<file path="src/rtl/row_serializer_pkg.sv">
// Shared constants and state encoding for the row serializer.
package row_serializer_pkg;

    localparam int unsigned BYTE_W    = 8;
    localparam int unsigned NUM_SLOTS = 2;

    typedef enum logic [0:0] {
        StIdle,
        StShift
    } ser_state_e;

endpackage

</file>
<file path="src/rtl/row_slot_buf.sv">
// Two-slot row store: whole-row load into the write slot, byte mux out of the read slot.
module row_slot_buf
    import row_serializer_pkg::*;
#(
    parameter int unsigned ROW_WIDTH = 8,
    parameter int unsigned IDX_W     = 16
) (
    input  logic                        clock,
    input  logic                        reset,
    input  logic                        load,
    input  logic                        wr_slot,
    input  logic [ROW_WIDTH*BYTE_W-1:0] row_in,
    input  logic                        rd_slot,
    input  logic [IDX_W-1:0]            byte_idx,
    output logic [BYTE_W-1:0]           rd_byte
);

    logic [ROW_WIDTH*BYTE_W-1:0] mem_q [NUM_SLOTS];
    logic [ROW_WIDTH*BYTE_W-1:0] rd_row;

    always_ff @(posedge clock or negedge reset) begin
        if (!reset) begin
            for (int s = 0; s < NUM_SLOTS; s++) begin
                mem_q[s] <= '0;
            end
        end else if (load) begin
            mem_q[wr_slot] <= row_in;
        end
    end

    always_comb begin
        rd_row  = mem_q[rd_slot];
        rd_byte = '0;
        for (int j = 0; j < ROW_WIDTH; j++) begin
            if (byte_idx == IDX_W'(j)) begin
                rd_byte = rd_row[j*BYTE_W +: BYTE_W];
            end
        end
    end

endmodule

</file>
<file path="src/rtl/row_serializer.sv">
// Parallel-in, serial-out row feeder: ping-pongs two held rows into a row shift register
// one byte per cycle, stalling on sr_full.
module row_serializer
    import row_serializer_pkg::*;
#(
    parameter int unsigned ROW_WIDTH = 8,
    parameter int unsigned IDX_W     = 16
) (
    input  logic                        clock,
    input  logic                        reset,
    input  logic [ROW_WIDTH*BYTE_W-1:0] p_in,
    input  logic                        p_in_valid,
    output logic                        p_in_ready,
    input  logic                        sr_full,
    output logic                        shift_in_enable,
    output logic [BYTE_W-1:0]           shift_in,
    output logic                        row_done,
    output logic                        busy
);

    ser_state_e       state_q, state_d;
    logic             wr_slot_q, rd_slot_q;
    logic [1:0]       rows_held_q, rows_held_d;
    logic [IDX_W-1:0] byte_idx_q, byte_idx_d;
    logic             accept;
    logic             last_byte;
    logic [BYTE_W-1:0] rd_byte;

    row_slot_buf #(
        .ROW_WIDTH (ROW_WIDTH),
        .IDX_W     (IDX_W)
    ) u_slot_buf (
        .clock    (clock),
        .reset    (reset),
        .load     (accept),
        .wr_slot  (wr_slot_q),
        .row_in   (p_in),
        .rd_slot  (rd_slot_q),
        .byte_idx (byte_idx_q),
        .rd_byte  (rd_byte)
    );

    assign last_byte = (byte_idx_q == IDX_W'(ROW_WIDTH - 1));
    assign accept    = p_in_valid && p_in_ready;
    assign shift_in  = (state_q == StShift) ? rd_byte : '0;

    always_comb begin
        p_in_ready      = (rows_held_q < 2'd2);
        shift_in_enable = (state_q == StShift) && !sr_full;
        row_done        = shift_in_enable && last_byte;
        busy            = (rows_held_q != 2'd0);
        byte_idx_d      = byte_idx_q;
        rows_held_d     = rows_held_q;
        state_d         = state_q;

        if (shift_in_enable) begin
            byte_idx_d = last_byte ? '0 : byte_idx_q + IDX_W'(1);
        end

        // Accept and completion on the same edge cancel out.
        unique case ({accept, row_done})
            2'b10:   rows_held_d = rows_held_q + 2'd1;
            2'b01:   rows_held_d = rows_held_q - 2'd1;
            default: rows_held_d = rows_held_q;
        endcase

        unique case (state_q)
            StIdle: begin
                if (rows_held_d != 2'd0) begin
                    state_d = StShift;
                end
            end
            StShift: begin
                if (row_done && rows_held_d == 2'd0) begin
                    state_d = StIdle;
                end
            end
            default: state_d = StIdle;
        endcase
    end

    always_ff @(posedge clock or negedge reset) begin
        if (!reset) begin
            state_q     <= StIdle;
            wr_slot_q   <= 1'b0;
            rd_slot_q   <= 1'b0;
            rows_held_q <= 2'd0;
            byte_idx_q  <= '0;
        end else begin
            state_q     <= state_d;
            rows_held_q <= rows_held_d;
            byte_idx_q  <= byte_idx_d;
            if (accept) begin
                wr_slot_q <= ~wr_slot_q;
            end
            if (row_done) begin
                rd_slot_q <= ~rd_slot_q;
            end
        end
    end

endmodule

</file>
<file path="config.mk">
export PLATFORM = sky130hd
export DESIGN_NAME = row_serializer
export DESIGN_NICKNAME = d
export VERILOG_FILES = /design/src/rtl/row_serializer_pkg.sv /design/src/rtl/row_slot_buf.sv /design/src/rtl/row_serializer.sv
export SDC_FILE = /design/constraint.sdc
export NUM_CORES = 1
export LEC_CHECK = 0
export BUFFER_PORTS_ARGS = -buffer_cell sky130_fd_sc_hd__buf_4
export CAP_MARGIN = 10
export CORE_ASPECT_RATIO = 0.5
export CORE_UTILIZATION = 63
export DETAILED_ROUTE_END_ITERATION = 8
export GPL_ROUTABILITY_DRIVEN = 0
export PLACE_DENSITY = 0.85
export REMOVE_ABC_BUFFERS = 1
export SETUP_SLACK_MARGIN = 0.3
export SLEW_MARGIN = 0
export SYNTH_ARGS = -nofsm -noshare
export SYNTH_HDL_FRONTEND = slang
export SYNTH_SLANG_ARGS = --single-unit
</file>
<file path="constraint.sdc">
create_clock -name clock -period 4.3 [get_ports clock]
set_input_delay 0.43 -clock clock [delete_from_list [all_inputs] [get_ports clock]]
set_output_delay 0.43 -clock clock [all_outputs]
set_load 0.02 [all_outputs]
</file>
# Word level (Yosys, flattened, before mapping)

Index checks and enable logic that the tools add are counted.

Add/sub/neg operators: 3
$lt $le $gt $ge: 4
Equal/unequal tests: 9
Multiplexer cells: 20
Bitwise logic cells: 5
Reduce and logical (&&, ||, !) cells: 10

Operators by type and width:

| cell                                                      | count |
|---|---|
| 2-to-1 mux 64 bit                                         | 4 |
| bitwise mux 128 bit                                       | 1 |
| 2-to-1 mux 8 bit                                          | 9 |
| demux 64 bit (select 1 bit)                               | 1 |
| == test 16 x 3 -> 1 bit (second input constant)           | 4 |
| == test 16 x 2 -> 1 bit (second input constant)           | 2 |
| adder 16 x 1 -> 16 bit (second input constant)            | 1 |
| == test 16 x 1 -> 1 bit (second input constant)           | 1 |
| zero test 16 bit                                          | 1 |
| 2-to-1 mux 16 bit                                         | 1 |
| logical AND 1 bit                                         | 5 |
| greater-or-equal comparator 2 bit (second input constant) | 2 |
| NOT 1 -> 2 bit                                            | 2 |
| one-hot mux 2 bit (2 select lines)                        | 1 |
| nonzero test 2 bit                                        | 2 |
| NOT 1 bit                                                 | 3 |
| adder 2 x 1 -> 2 bit (second input constant)              | 1 |
| == test 2 x 1 -> 1 bit (second input constant)            | 1 |
| == test 2 bit (second input constant)                     | 1 |
| zero test 2 bit                                           | 1 |
| < comparator 2 x 1 -> 1 bit (second input constant)       | 1 |
| < comparator 2 bit (second input constant)                | 1 |
| 2-to-1 mux 1 bit                                          | 2 |
| one-hot mux 1 bit (2 select lines)                        | 1 |
| 2 further kinds                                           | 2 |

Bits in registers: 149
Input bits: 68
Output and inout port bits: 12
Word-level logic and storage cells: 58

# Logic depth before layout (Yosys ltp)

Depth in word-level cells: 13
Mapped depth: 10
Depth with buffers taken out: 10

# Modules after synthesis

Synthesis repeated with hierarchy kept, for this count alone.

Cells, all modules: 549
Area, all modules: 7189.4 sq um

By module, submodules not included:

| module         | times used | cells each | area each (sq um) | sequential area each (sq um) |
|---|---|---|---|---|
| row_slot_buf   | 1          | 451        | 6125.9            | 3203.1 |
| row_serializer | 1          | 98         | 1063.5            | 525.5 |

# Least setup slack after synthesis

No wires, ideal clock.

Kind: register -> output
Start: register byte_idx_q[7]
End: output port shift_in[5]
Arrival: 2005 ps
Data required time: 3870 ps
Setup slack: 1865 ps
Cell stages (with the launch flop): 8
Path buffers: 2
Path through: dfrtp_1 nor4_2 and3_1 buf_4 inv_2 or4_1 buf_2 o31ai_2

Longest elaborated chain between the ends: 10
Elaborated cells on any way between the ends: 17
Those cells by class: eq/ne: 7; mux: 9; reduce/logical: 1

Ends and longest elaborated chain:

| what                           | RTL line             | text |
|---|---|---|
| start: declaration             | row_serializer.sv:24 | `logic [IDX_W-1:0] byte_idx_q, byte_idx_d;` |
| start signal: assignment       | row_serializer.sv:92 | `byte_idx_q <= byte_idx_d;` |
| zero test 16 bit               | row_slot_buf.sv:35   | `if (byte_idx == IDX_W'(j)) begin` |
| 2-to-1 mux 8 bit (7 in series) | row_slot_buf.sv:35   |  |
| 2-to-1 mux 8 bit *             | row_slot_buf.sv:35   |  |
| 2-to-1 mux 8 bit *             | row_serializer.sv:45 | `assign shift_in = (state_q == StShift) ? rd_byte : '0;` |
| end: declaration               | row_serializer.sv:16 | `output logic [BYTE_W-1:0] shift_in,` |

Mark *: on every way between the ends. The rest lies on a longest branch, timed or not.

# Final worst setup path

Start: register byte_idx_q[1]
End: output port shift_in[3]

Same word-level chain as after synthesis.

==> run summary <==
The run finished with clean final reports. The via count of the first global-routing pass is 4834. The post-layout net count came out at between 600 and 700. The number of top-level pins is 80. The initial antenna violation count is 0.

The commonest cells after synthesis are 149 x sky130_fd_sc_hd__dfrtp_1, 126 x sky130_fd_sc_hd__mux2_2, 32 x sky130_fd_sc_hd__mux2_1. The number of enable flip-flop cells after synthesis is 0. The final critical-path required period is about 3.5 ns.

The largest fanout of any net on the critical path came out at 10. Setup repair after global routing left no endpoint under its margin. The clock latency on the worst-skew pair is 0.42 ns. The maximum clock path buffer count is 2.

The tree is rooted in a sky130_fd_sc_hd__clkbuf_16. After the first detailed-routing iteration, the DRC count stood at 280. Of the total synthesized cell area, the portion taken by XOR and XNOR cells is around 2.3%.

The number of buffers and inverters on the critical path came out at 2. The total global routing overflow came out at 0. The total half-perimeter wirelength after legalization and detailed placement came out at 9849 um. The detailed-route wire length per cell is just over 20 um. Wires add up to 15330 um.

The critical path goes through inv_1, ha_1, and3b_1, nand4_1, a211oi_1, o32a_1, o21ai_1, buf_4. The area share of the leading cell type in the synthesized netlist came out at around 53%. The final hold violation count is 0. Setup violations remaining at the end of the flow were counted as 0. The worst endpoint data arrival time came out at between 3 and 4 ns. The total non-filler cell area in the finished layout is about 8400 sq um.

The largest individual stage delay along the critical path comes from the cell sky130_fd_sc_hd__a211oi_1. The first-pass GRT wire length came out at 24950 um. The cell with the most instances after synthesis is sky130_fd_sc_hd__dfrtp_1. The number of cells on the worst reg-to-reg path came out at 8.

The instance count of the mapped netlist came out at 530. The H-tree depth reported by CTS is 4. The number of synthesized register bits is 149.

Once layout is complete, the utilization of the core stands at about four fifths. The post-synthesis area per instance is about 13 sq um. The post-route clock skew came out at about 0.0068 ns.

The die covers roughly 12000 sq um. Of the total synthesized cell area, the portion taken by AND, OR, NAND and NOR gates is between 5 and 6%. In this run the tool buffered the top-level ports with 79 buffer cells.

The kind of cell with the highest combined delay along the critical path is simple AND/OR/NAND/NOR gates. The via count normalized by instance count came out at between 6 and 7. For this run, the top clock speed supported by timing is approximately 0.28 GHz. Global routing consumed, over all layers together, just under 30% of the routing resources. The total number of vias came out at 4597.

The total negative setup slack came out at 0 ns. In the synthesized netlist the dominant register cell turns out to be sky130_fd_sc_hd__dfrtp_1. The leakage power is approximately 4.1 nW. For this run, the number of Yosys warnings is 0. TritonCTS built the clock tree. The capture instance of the worst register-to-register path is state_q. The chip width is between 150 and 200 um. In this run the critical register-to-register path is launched from byte_idx_q[7]. The number of antenna diodes in the final layout is 0. Entering global routing, the biggest net connects 87 pins. The count of nets left with antenna violations after detail routing is 0. The pre-antenna-repair detailed-routing pass consisted of 5 iterations. The floorplan has 26 rows.

The worst reg-to-reg setup slack is 1.80 ns. After Yosys synthesis, full adders, half adders and majority gates account for 0.8943% of the synthesized area. After layout, the worst path uses between 80% and 90% of the clock period. The number of buffers inserted to repair setup after CTS came out at 0. The quantity of hold-fixing buffers added after cts came out at 0. The filler cells instantiated in the layout total between 500 and 600.

The cell area after placement came out at approximately 7700 sq um. The total power per unit cell area came out at between 400 and 500 nW/um^2. The share of post-route cells with drive strength above 1 is between 40% and 50%. The max capacitance violation total came out at 0. The mapped cell area is between 6000 and 7000 sq um. The worst setup path is captured at a primary output. IR analysis of the VDD net gives a maximum drop of ~0.27 mV. The remaining routing DRC violations is 0. In this run the vertical extent of the chip is approximately 77 um. The worst path required time is 3.87 ns. The post-cts resize count came out at 0.

The worst setup path is launched from a flop. The share of synthesized flip-flops with an asynchronous set or reset came out at between 90% and 100%. At the pin with the least slew margin, the transition time is 0.9276 ns. The max-slew headroom at the worst pin is 38.16%.

The setup path with the least slack is of type reg2out. The final-report max-slew violation count came out at 0. The clock slew at the register clock pins of the worst setup and hold paths is around 0.060 ns. The part of the Yosys area used for sequential elements came out at between 50 and 60%. The largest family of logic cells by synthesized area is multiplexers. The share of synthesized area spent on multiplexers came out at slightly below 30%. The initial standard-cell utilization of the core came out at 66.58%.

The distinct cell type count of the synthesized netlist came out at 45. The core outline area is ~11000 sq um. CTS saw 149 sinks. Summing the areas of all compound-gate instances in the mapped netlist gives between 6 and 7% of the synthesized area.

The number of buffers created by CTS is 17. The synthesis-to-layout area growth is 19.60%. The path class of the tightest hold or removal check is in2async. The biggest area contributor in the post-synthesis netlist is sky130_fd_sc_hd__dfrtp_1.

By area the synthesized netlist is led by sky130_fd_sc_hd__dfrtp_1 53%, sky130_fd_sc_hd__mux2_2 20%, sky130_fd_sc_hd__mux2_1 5.2%, sky130_fd_sc_hd__mux2i_1 3.7%, sky130_fd_sc_hd__xnor2_1 1.8%. The maximum cell stage delay along the critical path is 0.44 ns.
## where the power goes
group,switching (W),internal [W]
Clock,0.000587,0.00106
Combinational,0.000166,0.000107
Sequential,0.0000510,0.00143
Total,0.000804,0.00260
## layout make-up
| class | instances | area, sq um | area share, % |
|---|---|---|---|
| multi-input cells | 344 | 3124 | 37.34 |
| well taps | 140 | 175.2 | 2.094 |
| clock buffers | 21 | 460.4 | 5.503 |
| flip-flops and latches | 149 | 3730 | 44.58 |
| clock inverters | 11 | 196.4 | 2.348 |
| repair buffers | 85 | 654.4 | 7.821 |
| inverters | 7 | 26.28 | 0.3140 |
## state kept, by name (all words and copies together) (netlist names)
name / cells
rows_held_q: 2
u_slot_buf.mem_q: 128
state_q: 1
wr_slot_q: 1
byte_idx_q: 16
rd_slot_q: 1
## worst reg2reg max path, delay by kind of cell, from the launching register on
| family | cells | cell delay (ns) |
|---|---|---|
| simple gates | 5 | 1.47 |
| flops | 1 | 0.42 |
| fa+ha+maj | 1 | 0.31 |
| xor+xnor | 1 | 0.09 |
| compound gates | 1 | 0.08 |
## per-layer routing
layer | track usage [%] | share of wire, % | vias to the layer above
li1 | - | - | 2095
met1 | 41.79 | 48 | 2346
met2 | 43.35 | 47 | 130
met3 | 6.766 | 4.4 | 26
met4 | 8.800 | 1.5 | 0
met5 | 0 | 0 | -
## stage by stage
stage | hold WS (ns) | worst slack (ns) | cells | power, W
after CTS | 0.09749 | 0.8000 | 757 | 0.003411
after detailed placement | 0.4730 | 1.405 | 725 | 0.001762
final | 0.06810 | 0.7661 | 757 | 0.003401
after global routing | 0.1191 | 0.5826 | 757 | 0.003504
after global placement | 0.4639 | 1.503 | 725 | 0.001756
after floorplan | 0.1344 | 0.4003 | 500 | 0.001619
## layout by cell type, fill, tap and decap left out, types with 7 or more instances in the layout
cell,Yosys,routed
sky130_fd_sc_hd__mux2_2,126,126
sky130_fd_sc_hd__o21ai_0,8,8
sky130_fd_sc_hd__xnor2_1,14,14
sky130_fd_sc_hd__mux2_1,32,32
sky130_fd_sc_hd__buf_4,1,83
sky130_fd_sc_hd__o32a_1,7,7
sky130_fd_sc_hd__o21ai_1,8,8
sky130_fd_sc_hd__nand2_1,13,13
sky130_fd_sc_hd__dfrtp_1,149,148
sky130_fd_sc_hd__clkbuf_16,0,17
sky130_fd_sc_hd__nand3_1,9,8
sky130_fd_sc_hd__nor2_1,16,15
sky130_fd_sc_hd__a211oi_1,9,9
sky130_fd_sc_hd__nor2b_1,10,10
sky130_fd_sc_hd__a22oi_1,8,8
sky130_fd_sc_hd__o22ai_1,16,16
sky130_fd_sc_hd__mux2i_1,26,26
## worst max path at each step
stage / cells past startpoint / end / startpoint
after floorplan: 4 / u_slot_buf.mem_q[100] / rows_held_q[1]
after global placement: 8 / shift_in[7] / byte_idx_q[1]
after detailed placement: 8 / shift_in[7] / byte_idx_q[1]
after CTS: 8 / shift_in[3] / byte_idx_q[1]
after global routing: 8 / shift_in[3] / byte_idx_q[1]
final: 8 / shift_in[3] / byte_idx_q[1]
## cells by family after synthesis
kind of cell             Yosys count
AO/OA/AOI/OAI                     63
adder cells (fa/ha/maj)            5
buffers and inverters             37
multiplexers                     184
XOR/XNOR                          18
AND/OR/NAND/NOR                   74
flip-flops                       149
Note: power is estimated with default switching activity, not from simulation.
